[src/rtl/evict_addr_builder.sv]
// Rebuilds L1/L2 victim line addresses and queues them for write-back.
// Optional WB_ADDR_PARITY_EN adds a per-entry even-parity bit on wb_par.
module evict_addr_builder #(
  parameter int ADDW    = 16,
  parameter int TAGWID1 = 3,
  parameter int SETWID1 = 9,
  parameter int TAGWID2 = 2,
  parameter int SETWID2 = 10,
  parameter int DEPTH   = 4,
  parameter int CNTW    = 3
) (
  input  logic               clk,
  input  logic               rst_n,
  input  logic               l1_evict,
  input  logic [TAGWID1-1:0] l1_tag,
  input  logic [SETWID1-1:0] l1_set,
  input  logic               l2_evict,
  input  logic [TAGWID2-1:0] l2_tag,
  input  logic [SETWID2-1:0] l2_set,
  output logic               l2_busy,
  output logic               wb_valid,
  input  logic               wb_ready,
  output logic [ADDW-1:0]    wb_addr,
  output logic               wb_src,
  output logic [CNTW-1:0]    count,
  output logic               overflow
`ifdef WB_ADDR_PARITY_EN
  ,output logic              wb_par
`endif
);

  localparam int OFF1 = ADDW - TAGWID1 - SETWID1;
  localparam int OFF2 = ADDW - TAGWID2 - SETWID2;
  localparam int PW   = $clog2(DEPTH);
  localparam logic [CNTW-1:0] FULL = CNTW'(DEPTH);

  if (OFF1 < 0) begin : g_off1_err
    $error("L1 tag+set wider than ADDW");
  end
  if (OFF2 < 0) begin : g_off2_err
    $error("L2 tag+set wider than ADDW");
  end

  logic [ADDW-1:0] l1_addr;
  logic [ADDW-1:0] l2_addr;

  assign l1_addr = (ADDW'(l1_tag) << (SETWID1 + OFF1))
                 | (ADDW'(l1_set) << OFF1);
  assign l2_addr = (ADDW'(l2_tag) << (SETWID2 + OFF2))
                 | (ADDW'(l2_set) << OFF2);

  logic [ADDW-1:0] mem_addr_q [DEPTH];
  logic            mem_src_q  [DEPTH];
`ifdef WB_ADDR_PARITY_EN
  logic            mem_par_q  [DEPTH];
`endif
  logic [PW-1:0]   wptr_q, rptr_q;
  logic [CNTW-1:0] count_q, count_d;
  logic            hold_v_q, hold_v_d;
  logic [ADDW-1:0] hold_addr_q, hold_addr_d;
  logic            ovf_q, ovf_d;

  logic            pop;
  logic            space;
  logic            push;
  logic [ADDW-1:0] push_addr;
  logic            push_src;
  logic            drop;

  assign wb_valid = (count_q != '0);
  assign pop      = wb_valid & wb_ready;
  // A full FIFO still accepts when the head leaves on the same edge.
  assign space    = (count_q != FULL) | pop;

  always_comb begin
    push        = 1'b0;
    push_addr   = l1_addr;
    push_src    = 1'b0;
    hold_v_d    = hold_v_q;
    hold_addr_d = hold_addr_q;
    drop        = 1'b0;
    if (l1_evict) begin
      if (space) push = 1'b1;
      else       drop = 1'b1;
      if (l2_evict) begin
        if (!hold_v_q) begin
          hold_v_d    = 1'b1;
          hold_addr_d = l2_addr;
        end else begin
          drop = 1'b1;
        end
      end
    end else if (hold_v_q) begin
      if (space) begin
        push      = 1'b1;
        push_addr = hold_addr_q;
        push_src  = 1'b1;
        hold_v_d  = 1'b0;
      end
      // Draining frees the hold slot for a same-cycle L2 victim.
      if (l2_evict) begin
        if (space) begin
          hold_v_d    = 1'b1;
          hold_addr_d = l2_addr;
        end else begin
          drop = 1'b1;
        end
      end
    end else if (l2_evict) begin
      if (space) begin
        push      = 1'b1;
        push_addr = l2_addr;
        push_src  = 1'b1;
      end else begin
        hold_v_d    = 1'b1;
        hold_addr_d = l2_addr;
      end
    end
  end

  always_comb begin
    count_d = count_q;
    unique case ({push, pop})
      2'b10:   count_d = count_q + CNTW'(1);
      2'b01:   count_d = count_q - CNTW'(1);
      default: count_d = count_q;
    endcase
  end

  assign ovf_d = ovf_q | drop;

  always_ff @(posedge clk or negedge rst_n) begin
    if (!rst_n) begin
      wptr_q      <= '0;
      rptr_q      <= '0;
      count_q     <= '0;
      hold_v_q    <= 1'b0;
      hold_addr_q <= '0;
      ovf_q       <= 1'b0;
    end else begin
      count_q     <= count_d;
      hold_v_q    <= hold_v_d;
      hold_addr_q <= hold_addr_d;
      ovf_q       <= ovf_d;
      if (push) wptr_q <= wptr_q + PW'(1);
      if (pop)  rptr_q <= rptr_q + PW'(1);
    end
  end

  always_ff @(posedge clk or negedge rst_n) begin
    if (!rst_n) begin
      for (int i = 0; i < DEPTH; i++) begin
        mem_addr_q[i] <= '0;
        mem_src_q[i]  <= 1'b0;
      end
    end else if (push) begin
      mem_addr_q[wptr_q] <= push_addr;
      mem_src_q[wptr_q]  <= push_src;
    end
  end

`ifdef WB_ADDR_PARITY_EN
  always_ff @(posedge clk or negedge rst_n) begin
    if (!rst_n) begin
      for (int i = 0; i < DEPTH; i++) mem_par_q[i] <= 1'b0;
    end else if (push) begin
      mem_par_q[wptr_q] <= ^push_addr;
    end
  end

  assign wb_par = wb_valid ? mem_par_q[rptr_q] : 1'b0;
`endif

  assign wb_addr  = wb_valid ? mem_addr_q[rptr_q] : '0;
  assign wb_src   = wb_valid ? mem_src_q[rptr_q] : 1'b0;
  assign count    = count_q;
  assign overflow = ovf_q;
  assign l2_busy  = hold_v_q;

endmodule

[config.mk]
export PLATFORM = sky130hd
export DESIGN_NAME = evict_addr_builder
export DESIGN_NICKNAME = d
export VERILOG_FILES = /design/src/rtl/evict_addr_builder.sv
export SDC_FILE = /design/constraint.sdc
export NUM_CORES = 1
export LEC_CHECK = 0
export CAP_MARGIN = 20
export CORE_MARGIN = 8
export CORE_UTILIZATION = 59
export CTS_CLUSTER_DIAMETER = 50
export CTS_CLUSTER_SIZE = 20
export DETAILED_ROUTE_END_ITERATION = 10
export PLACE_DENSITY = 0.85
export REMOVE_ABC_BUFFERS = 1
export SETUP_SLACK_MARGIN = 0.4
export SLEW_MARGIN = 30
export SYNTH_ARGS = -nofsm -noshare
export SYNTH_HDL_FRONTEND = slang
export SYNTH_SLANG_ARGS = --single-unit
[constraint.sdc]
create_clock -name clk -period 4.9 [get_ports clk]
set_input_delay 0.98 -clock clk [delete_from_list [all_inputs] [get_ports clk]]
set_output_delay 0.98 -clock clk [all_outputs]
set_load 0.01 [all_outputs]
==> run summary, run 1 <==
• **maximum VDD drop** 0.389 mV
• **number of warning messages in the yosys log** 0
• **Min-Delay Path Class** flop to flop
• **cell area after layout** 4390 µm²
• **Cells after DPL** 422
• **placed wire-length estimate** 5.82 mm
• **setup repair after global routing missed its margin** no
• **Distinct cells, synth** 37
• **register bit count reported by yosys** 73
• **startpoint of the worst register-to-register path** l2_busy$_DFFE_PN0P_
• **Slew headroom** 0.444
• **library cell contributing the largest single delay on the critical path** sky130_fd_sc_hd__dfrtp_2
• **sum of internal, switching and leakage power** 3.02 mW
• **Hold Violations, Final** 0
• **number of vias after detailed routing** 2751
• **final setup violating endpoints** 0
• **Post-Syn Area** 3760 µm²
• **maximum fanout count along the critical path** 15
• **number of buffers added by the clock tree synthesis step** 9
• **area of the core region** 6240 µm²
• **die outline width** 95.8 µm
• **Crit path required time** 3.92 ns
• **DRT Wirelength** 8.49 mm
• **number of clock sinks** 73
• **Max Clock Skew** 0.00444 ns
• **final max-slew violation count** 0
• **Worst path max stage delay** 0.68 ns
• **power per cell area** 688 nW/µm²
• **maximum buffer depth of the clock tree** 2
• **transition at the pin with the smallest max-transition slack** 0.834 ns
• **DIE HEIGHT** 95.8 µm
• **clock network latency to the later pin of the worst-skew pair** 0.33 ns
• **Net count, final** 391
• **vias per cell** 6.28
• **overall global routing resource usage** 0.206
• **Peak Freq** 0.310 GHz
• **Worst Reg-to-Reg Cells** 9
• **setup slack of the most critical reg-to-reg path** 2.31 ns
• **Static Leakage** 1.74 nW
• **area delta synth->final** 16.8%
• **via count of the first global-routing pass** 2845
• **starting density of the core** 0.602
• **final core area utilization** 0.704
• **residual antenna-violating net count after detailed routing** 0
• **number of violations reported at the end of detailed-routing iteration 0** 153
• **filler cell count in the final layout** 468
• **TritonCTS clock tree** built
• **clock transition at the register clock pins on the worst setup and hold paths after CTS** 0.07 ns
• **clock root buffer** sky130_fd_sc_hd__clkbuf_8
• **H-Tree Level Count** 3
• **Avg Inst Size Synth** 11.7 µm²
• **placed standard-cell area** 4220 µm²
• **DR pass1 iterations** 4
• **max-capacitance violation count** 0
• **Worst Min Path Start** overflow$_DFF_PN0_
• **capture point of the worst reg-to-reg path** count[2]$_DFFE_PN0P_
• **post-route insts no fill** 438
• **antenna violations before repair** 0
• **Period minus WS final** 3.23 ns
• **total of buffers placed on input and output ports** 47
• **period utilisation layout** 0.659
• **sort of element at the start of the critical path** flop
• **accumulated negative setup slack** 0 ns
• **pin count of the biggest net entering global routing** 47
• **ordered list of cells on the worst path** mux4_2 > and2_1 > clkdlybuf4s50_1
• **Row Count** 29
• **hold-critical path endpoint** overflow$_DFF_PN0_
• **number of design rule violations left after detail routing** 0
• **total inserted antenna cells** 0
• **smallest setup slack after layout** 1.67 ns
• **average detailed-routed wire length per instance** 19.4 µm
• **IO Count** 52
• **pre-CTS setup slack** 1.47 ns
• **sequential-to-total area share from yosys stat** 0.486
• **total global routing overflow** 0
• **post-CTS resize count** 0
• **first-pass GRT wire length** 14.5 mm
• **total die area** 9180 µm²
• **number of instances in the synthesized netlist** 321
• **element type at the critical path end** output pin
• **count of hold buffers inserted by post-cts repair** 0
• **hold path depth** 1
• **final hold slack** 0.484 ns
• **buffer count from post-CTS setup fixing** 0
• **GP Congestion** 0.795
• **critical path arrival** 2.25 ns
• **run status** finished, final reports clean
• **critical setup path kind** flop to output pin
• **share of post-route cells with drive strength above 1** 0.119
==> power breakdown <==
group          total [mW]  internal, mW  leakage, nW  switching, mW
Clock               0.415         0.212       0.0867          0.204
Sequential           1.14         0.899        0.832          0.243
Combinational        1.47         0.852        0.819          0.615
==> registers in the layout, indices dropped and copies added (netlist names) <==
signal	cells
mem_src_q	4
count	3
wptr_q	2
rptr_q	2
l2_busy	1
overflow	1
hold_addr_q	12
mem_addr_q	48
==> placed cells by master (no fill, tap or decap), types with 2 or more instances in the layout <==
| master | instances |
|---|---|
| sky130_fd_sc_hd__nand2_1 | 26 |
| sky130_fd_sc_hd__a31oi_1 | 8 |
| sky130_fd_sc_hd__o211ai_1 | 12 |
| sky130_fd_sc_hd__buf_4 | 9 |
| sky130_fd_sc_hd__xnor2_1 | 3 |
| sky130_fd_sc_hd__or2_2 | 2 |
| sky130_fd_sc_hd__nand2_4 | 2 |
| sky130_fd_sc_hd__nand3b_1 | 2 |
| sky130_fd_sc_hd__clkbuf_1 | 3 |
| sky130_fd_sc_hd__clkbuf_8 | 11 |
| sky130_fd_sc_hd__nor2b_1 | 12 |
| sky130_fd_sc_hd__ha_1 | 5 |
| sky130_fd_sc_hd__dfrtp_1 | 72 |
| sky130_fd_sc_hd__mux4_2 | 13 |
| sky130_fd_sc_hd__clkdlybuf4s50_1 | 46 |
| sky130_fd_sc_hd__nor2_1 | 3 |
| sky130_fd_sc_hd__inv_1 | 6 |
| sky130_fd_sc_hd__conb_1 | 4 |
| sky130_fd_sc_hd__o22ai_1 | 12 |
| sky130_fd_sc_hd__o22a_1 | 49 |
| sky130_fd_sc_hd__nor3b_1 | 16 |
| sky130_fd_sc_hd__and2_1 | 14 |
| sky130_fd_sc_hd__o31ai_1 | 12 |
| sky130_fd_sc_hd__xor2_1 | 3 |
==> synthesized netlist by cell type, drive strengths merged <==
cell    instances  share of area
o22a           49           0.11
xnor2           3         0.0070
nor4b           1         0.0040
or4b            1         0.0027
o31ai          12          0.024
or2             2         0.0033
nand2b          1         0.0017
ha              5          0.017
nor2            3         0.0030
nor3b          16          0.032
nand2          28          0.032
clkbuf         14          0.014
o211ai         12          0.024
and2           14          0.023
o21a            1         0.0020
fa              1         0.0053
o22ai          12          0.020
inv             6         0.0060
a22oi           1         0.0020
or3             1         0.0017
mux4           13          0.078
mux2i           2         0.0087
nand3           1         0.0013
mux2            1         0.0030
nor3            1         0.0013
dfrtp          73           0.49
o21bai          1         0.0020
nor2b          12          0.020
xor2            3         0.0070
nand3b          2         0.0040
a31oi           8          0.013
buf            20          0.036
conb            1         0.0010
==> critical path: cells and delay by family, from the launching register on <==
family	cells	cell delay, ns
buffers and inverters	1	0.47
DFF	1	0.68
muxes	1	0.58
and+or+nand+nor	1	0.17
==> area by class of cell <==
type,count,area (µm²),area share
multi-input cells,211,1740,0.397
clock buffers,14,163,0.0370
inverters,6,22.5,0.00513
clock inverters,2,12.5,0.00285
well taps,77,96.3,0.0219
flip-flops and latches,73,1830,0.416
repair buffers,55,528,0.120
==> cell families (layout without fill, tap and decap cells) <==
family / Yosys count / count (layout) / share of synthesized area
DFF: 73 / 73 / 0.486
buffers and inverters: 40 / 77 / 0.0559
xor gates and xnor gates: 6 / 6 / 0.0140
other: 1 / 4 / 0.000998
muxes: 16 / 16 / 0.0895
adders and majority gates: 6 / 6 / 0.0220
and+or+nand+nor: 83 / 83 / 0.130
AOI/OAI and AO/OA: 96 / 96 / 0.201
==> worst max-delay path by stage <==
| stage | start | end | slack [ns] | cells after the start |
|---|---|---|---|---|
| 2_1_floorplan | wb_ready | count[2]$_DFFE_PN0P_ | 1.61 | 9 |
| 3_3_place_gp | l2_evict | count[2]$_DFFE_PN0P_ | 1.60 | 11 |
| 3_5_place_dp | l2_evict | count[2]$_DFFE_PN0P_ | 1.47 | 11 |
| 4_1_cts | rptr_q[0]$_DFFE_PN0P_ | wb_src | 1.32 | 3 |
| 5_1_grt | rptr_q[0]$_DFFE_PN0P_ | wb_addr[12] | 1.53 | 3 |
| 6_report | rptr_q[0]$_DFFE_PN0P_ | wb_src | 1.67 | 3 |
==> per-layer routing <==
layer,up-vias,share of wire,global-route usage
li1,1263,-,-
met2,111,0.49,0.317
met4,0,0.018,0.0819
met5,-,0,0
met1,1365,0.42,0.274
met3,12,0.070,0.0515
No activity file was read; power rests on OpenSTA's default activity.
==> run 2: changes to the inputs <==
CORE_UTILIZATION = 55   (was 59)
PLACE_DENSITY = 0.8   (was 0.85)
clock period = 3.3 ns   (was 4.9 ns; I/O delays follow)
==> run 2 against run 1 <==
  * Wire length grew 3.9%
  * Critical path depth grew 1
  * Final area grew 1.7%
  * Die area grew 6.0%
  * Sequential cell count is the same
  * Clock skew grew 0.0044 ns
==> run summary, run 2 (synthesized netlist as in run 1, its figures left out) <==
• **run status** finished, final reports clean
• **Worst path max stage delay** 0.54 ns, -0.14 ns
• **Slew headroom** 0.429, -0.0147
• **number of violations reported at the end of detailed-routing iteration 0** 184, +20%
• **maximum VDD drop** 0.360 mV, -7.3%
• **die outline width** 98.7 µm, +3.0%
• **filler cell count in the final layout** 513, +9.6%
• **clock root buffer** sky130_fd_sc_hd__clkbuf_8
• **total global routing overflow** 0, unchanged
• **element type at the critical path end** output pin
• **pin count of the biggest net entering global routing** 35, -26%
• **Storage cell area** 1830 µm², unchanged
• **placed wire-length estimate** 5.98 mm, +2.8%
• **H-Tree Level Count** 3, unchanged
• **GP Congestion** 0.778, -2.2%
• **area delta synth->final** 18.8%
• **accumulated negative setup slack** 0 ns, unchanged
• **via count of the first global-routing pass** 2866, +0.74%
• **average detailed-routed wire length per instance** 19.8 µm, +2.3%
• **DIE HEIGHT** 98.7 µm, +3.0%
• **critical setup path kind** flop to output pin
• **power per cell area** 1040 nW/µm², +52%
• **total inserted antenna cells** 0, unchanged
• **commonest cells after routing, fill and taps aside** sky130_fd_sc_hd__dfrtp_1 (72), sky130_fd_sc_hd__o22a_1 (49), sky130_fd_sc_hd__clkdlybuf4s50_1 (46)
• **antenna violations before repair** 0, unchanged
• **Static Leakage** 1.78 nW, +2.4%
• **critical path's top delay family** buffers and inverters
• **first-pass GRT wire length** 14.8 mm, +2.2%
• **sort of element at the start of the critical path** flop
• **transition at the pin with the smallest max-transition slack** 0.848 ns, +0.0148 ns
• **setup repair after global routing missed its margin** no
• **starting density of the core** 0.559, -0.0428
• **area taken by multi-input logic gates** 1750 µm², +0.29%
• **max reg flops** 48, unchanged
• **clock transition at the register clock pins on the worst setup and hold paths after CTS** 0.08 ns, about the same
• **total die area** 9730 µm², +6.0%
• **maximum fanout count along the critical path** 15, unchanged
• **DR pass1 iterations** 4, unchanged
• **max-capacitance violation count** 0, unchanged
• **buffer count from post-CTS setup fixing** 0, unchanged
• **area of the core region** 6720 µm², +7.7%
• **largest register by flop count** mem_addr_q
• **IO Count** 52, unchanged
• **maximum buffer depth of the clock tree** 2, unchanged
• **DRT Wirelength** 8.82 mm, +3.9%
• **vias per cell** 6.15, -2.0%
• **total of buffers placed on input and output ports** 47, unchanged
• **number of buffers added by the clock tree synthesis step** 9, unchanged
• **Crit path required time** 2.64 ns, -1.28 ns
• **Min-Delay Path Class** input pin to asynchronous set/reset pin
• **ordered list of cells on the worst path** buf_6 > mux4_2 > and2_1 > clkdlybuf4s50_1
• **library cell contributing the largest single delay on the critical path** sky130_fd_sc_hd__mux4_2
• **Worst Reg-to-Reg Cells** 8, -1
• **final setup violating endpoints** 0, unchanged
• **final hold slack** 0.331 ns, -0.154 ns
• **clock network latency to the later pin of the worst-skew pair** 0.35 ns, +0.02 ns
• **stages on the worst setup path** 4, +1
• **Row Count** 30, +3.4%
• **sum of buffers and inverters on the critical path** 2, +1
• **Hold Violations, Final** 0, unchanged
• **Peak Freq** 0.359 GHz
• **residual antenna-violating net count after detailed routing** 0, unchanged
• **most common cell after layout, fill and taps aside** sky130_fd_sc_hd__dfrtp_1
• **Max Clock Skew** 0.00881 ns, +0.00436 ns
• **TritonCTS clock tree** built
• **share of post-route cells with drive strength above 1** 0.137, +0.0179
• **critical path arrival** 2.12 ns, -0.13 ns
• **period utilisation layout** 0.843
• **Net count, final** 395, +1.0%
• **overall global routing resource usage** 0.192, -0.0139
• **final max-slew violation count** 0, unchanged
• **number of design rule violations left after detail routing** 0, unchanged
• **number of vias after detailed routing** 2738, -0.47%
• **Period minus WS final** 2.78 ns
• **Largest regs** mem_addr_q x48, hold_addr_q x12, mem_src_q x4
• **number of clock sinks** 73, unchanged
==> run 2: cell types whose count changed in the layout (fill, tap and decap cells not counted), sizes merged <==
cell,delta
buf,+4
bufinv,+2
clkbuf,-4
clkinv,+2
==> run 2: layout make-up <==
class | count | area share
Clock inverter | 6 | 0.0185
Tap cell | 80 | 0.0224
Clock buffer | 10 | 0.0286
Multi-Input combinational cell | 211 | 0.391
Sequential cell | 73 | 0.409
Inverter | 6 | 0.00504
Timing Repair Buffer | 59 | 0.125
==> run 2: timing repair <==
| item | in CTS | in global routing |
|---|---|---|
| endpoints found under the setup margin | 2 | 10 |
| gates resized for setup | 1 | 2 |
| cloned | 0 | 0 |
| hold buffers | 0 | 0 |
==> run 2: path summary, 6_finish.rpt <==
check,startpoint,endpoint,slack [ns]
max,rptr_q[0]$_DFFE_PN0P_,wb_addr[8],0.52
min,rst_n,mem_addr_q[45]$_DFFE_PN0P_,0.33
max reg2reg,count[0]$_DFFE_PN0P_,count[2]$_DFFE_PN0P_,1.15
min reg2reg,overflow$_DFF_PN0_,overflow$_DFF_PN0_,0.48
max in group asynchronous,rst_n,rptr_q[1]$_DFFE_PN0P_,2.17
min in group clk,overflow$_DFF_PN0_,overflow$_DFF_PN0_,0.48
==> run 2: worst register-to-register path: cells and delay by family, from the launching register on <==
kind / cells / cell delay (ns)
xor+xnor: 2 / 0.28
fa+ha+maj: 2 / 0.42
buf+inv: 1 / 0.08
flops: 1 / 0.46
simple gates: 3 / 0.80
==> run 2: layer usage <==
metal	routed length, µm	part of all wire	vias up	GRT usage
li1	-	-	1271	-
met1	3890	0.44	1364	0.245
met2	4350	0.49	87	0.305
met3	397	0.045	16	0.0310
met4	187	0.021	0	0.106
met5	0	0	-	0
==> run 2: power breakdown <==
group / internal, mW / switching (mW)
Sequential: 1.34 / 0.298
Combinational: 1.29 / 0.993
Clock: 0.422 / 0.330
==> run 2: stage by stage <==
stage	power, mW	utilization	cells	area [µm²]	setup slack [ns]
2_1_floorplan	3.00	-	290	3580	0.330
3_3_place_gp	3.81	0.632	429	4250	0.589
3_5_place_dp	3.93	0.632	429	4250	0.539
4_1_cts	4.68	0.664	445	4460	0.424
5_1_grt	4.95	0.665	445	4470	0.434
6_report	4.67	0.665	445	4470	0.517
==> run 3: changes to the inputs <==
CORE_UTILIZATION = 49   (was 55)
PLACE_DENSITY = 0.75   (was 0.8)
clock period = 2.35 ns   (was 3.3 ns; I/O delays follow)
==> run 3 against run 2 <==
  * Critical path depth rose by 1
  * Count of clock-buffer cells in the layout up 3
  * Die area is 10% higher
  * Global-route usage is 1.9 points lower
  * Sequential share of layout area shrank 3.2 points
  * Largest power group unchanged
==> run summary, run 3 (synthesized netlist as in run 1, its figures left out) <==
• **run status** finished, final reports clean
• **Peak Freq** 0.451 GHz
• **Switching Share** 0.342, -0.00508
• **maximum buffer depth of the clock tree** 2, unchanged
• **Hold Violations, Final** 0, unchanged
• **Worst path max stage delay** 0.49 ns, -0.05 ns
• **Storage cell area** 1830 µm², about the same
• **residual antenna-violating net count after detailed routing** 0, unchanged
• **via count of the first global-routing pass** 3047, +6.3%
• **post-route insts no fill** 496, +11%
• **number of clock sinks** 73, unchanged
• **DIE HEIGHT** 104 µm, +5.0%
• **period utilisation layout** 0.944
• **net switching power** 2.42 mW, +49%
• **element type at the critical path end** output pin
• **Period minus WS final** 2.22 ns
• **placed wire-length estimate** 6.15 mm, +2.9%
• **starting density of the core** 0.497, -0.0627
• **power per cell area** 1460 nW/µm², +40%
• **Net count, final** 424, +7.3%
• **filler cell count in the final layout** 571, +11%
• **library cell contributing the largest single delay on the critical path** sky130_fd_sc_hd__mux4_2
• **total global routing overflow** 0, unchanged
• **placed standard-cell area** 4460 µm², +5.1%
• **final setup violating endpoints** 0, unchanged
• **max-capacitance violation count** 0, unchanged
• **DR pass1 iterations** 4, unchanged
• **number of vias after detailed routing** 2880, +5.2%
• **setup repair after global routing missed its margin** yes
• **clock network latency to the later pin of the worst-skew pair** 0.33 ns, -0.02 ns
• **maximum fanout count along the critical path** 8, -7
• **average detailed-routed wire length per instance** 18.9 µm, -4.7%
• **overall global routing resource usage** 0.173, -0.0186
• **maximum VDD drop** 0.497 mV, +38%
• **sort of element at the start of the critical path** flop
• **share of post-route cells with drive strength above 1** 0.264, +0.127
• **cell area after layout** 4840 µm², +8.5%
• **area of the core region** 7570 µm², +13%
• **TritonCTS clock tree** built
• **total inserted antenna cells** 0, unchanged
• **H-Tree Level Count** 3, unchanged
• **Max Clock Skew** 0.00371 ns, -0.00510 ns
• **accumulated negative setup slack** 0 ns, unchanged
• **area taken by multi-input logic gates** 1790 µm², +2.6%
• **count of hold buffers inserted by post-cts repair** 0, unchanged
• **transition at the pin with the smallest max-transition slack** 0.680 ns, -0.169 ns
• **commonest cells after routing, fill and taps aside** sky130_fd_sc_hd__dfrtp_1 (73), sky130_fd_sc_hd__o22a_1 (49), sky130_fd_sc_hd__clkdlybuf4s50_1 (28), sky130_fd_sc_hd__buf_4 (28), sky130_fd_sc_hd__nand2_1 (26)
• **antenna violations before repair** 0, unchanged
• **area delta synth->final** 28.9%
• **sum of internal, switching and leakage power** 7.08 mW, +52%
• **Slew headroom** 0.543, +0.114
• **clock root buffer** sky130_fd_sc_hd__clkbuf_8
• **clock transition at the register clock pins on the worst setup and hold paths after CTS** 0.07 ns, about the same
• **GP Congestion** 0.820, +5.4%
• **number of violations reported at the end of detailed-routing iteration 0** 138, -25%
• **final max-slew violation count** 0, unchanged
• **number of buffers added by the clock tree synthesis step** 9, unchanged
• **total die area** 10700 µm², +10%
• **internal power of the cells** 4.65 mW, +53%
• **Min-Delay Path Class** input pin to asynchronous set/reset pin
• **ordered list of cells on the worst path** buf_6 > buf_12 > mux4_2 > and2_4 > buf_6
• **total of buffers placed on input and output ports** 47, unchanged
• **critical setup path kind** flop to output pin
• **IO Count** 52, unchanged
• **most common cell after layout, fill and taps aside** sky130_fd_sc_hd__dfrtp_1
• **Cells after DPL** 468, +9.1%
• **Row Count** 32, +6.7%
• **final core area utilization** 0.640, -0.0246
• **number of design rule violations left after detail routing** 0, unchanged
• **vias per cell** 5.81, -5.6%
• **Crit path required time** 1.88 ns, -0.76 ns
• **pin count of the biggest net entering global routing** 54, +54%
• **share of power burned in combinational logic** 0.553, +0.064
• **Largest regs** mem_addr_q x48, hold_addr_q x12, mem_src_q x4
• **critical path arrival** 1.75 ns, -0.37 ns
• **die outline width** 104 µm, +5.0%
• **clock share of power** 0.135, -0.026
• **max reg flops** 48, unchanged
• **most used cell, CP** sky130_fd_sc_hd__buf_6
• **DRT Wirelength** 9.37 mm, +6.2%
• **first-pass GRT wire length** 15.4 mm, +4.2%
• **sequential group share of total power** 0.312, -0.038
• **largest register by flop count** mem_addr_q
• **Static Leakage** 2.01 nW, +13%
-- run 3: cell count changes in the layout (fill, tap and decap cells not counted), sizes merged --
cell           previous run  this run
bufinv                    2         1
clkbuf                   10        14
clkinv                    3         2
clkinvlp                  1         0
buf                      13        55
dlymetal6s2s              0         1
dlygate4sd2               0         3
clkdlybuf4s50            46        28
-- run 3: power groups by stage --
stage | Sequential (mW) | Combinational, mW | Clock [mW]
2_1_floorplan | 2.24 | 1.96 | 0
3_3_place_gp | 2.18 | 3.41 | 0
3_5_place_dp | 2.22 | 3.52 | 0
4_1_cts | 2.19 | 3.53 | 0.968
5_1_grt | 2.28 | 4.19 | 1.03
6_report | 2.21 | 3.91 | 0.958
-- run 3: routing by layer --
metal / vias up / wire length [µm] / part of all wire / GRT usage
met2: 95 / 4700 / 0.50 / 0.292
met3: 6 / 458 / 0.049 / 0.0242
met1: 1453 / 4130 / 0.44 / 0.220
met5: - / 0 / 0 / 0
met4: 0 / 85 / 0.0091 / 0.0651
li1: 1326 / - / - / -
-- run 3: timing repair --
item                       in CTS  in global routing
gates cloned                    1                  0
setup buffers                   5                  6
gates resized for setup        67                 30
hold endpoints to repair        0                  0
setup endpoints to repair      28                 22
pin swaps                      14                  4
-- run 3: cell type report --
cell class | instances | share of cell area
tap | 102 | 0.0263
sequential | 73 | 0.377
clock inverter | 3 | 0.00826
multi-input combinational | 211 | 0.370
clock buffer | 13 | 0.0307
timing repair buffer | 88 | 0.183
inverter | 6 | 0.00465
-- run 3: worst max-delay path: cells and delay by family (launching register included) --
kind	cells	cell delay, ns
buf+inv	3	0.35
simple gates	1	0.18
flops	1	0.39
mux	1	0.49
-- run 3: through the flow --
stage / worst slack (ns) / hold WS (ns)
2_1_floorplan: -0.472 / 0.174
3_3_place_gp: -0.0600 / 0.462
4_1_cts: 0.118 / 0.106
5_1_grt: 0.0743 / 0.123
3_5_place_dp: -0.154 / 0.471
6_report: 0.131 / 0.103
-- run 3: path summary, 6_finish.rpt --
path	startpoint	slack [ns]	depth (start not counted)	end
min in group clk	overflow$_DFF_PN0_	0.49	1	overflow$_DFF_PN0_
setup / recovery	rptr_q[0]$_DFFE_PN0P_	0.13	5	wb_addr[7]
setup reg to reg	count[0]$_DFFE_PN0P_	0.25	10	count[2]$_DFFE_PN0P_
hold reg to reg	overflow$_DFF_PN0_	0.49	1	overflow$_DFF_PN0_
max in group asynchronous	rst_n	1.61	2	mem_addr_q[43]$_DFFE_PN0P_
hold / removal	rst_n	0.10	1	hold_addr_q[10]$_DFFE_PN0P_
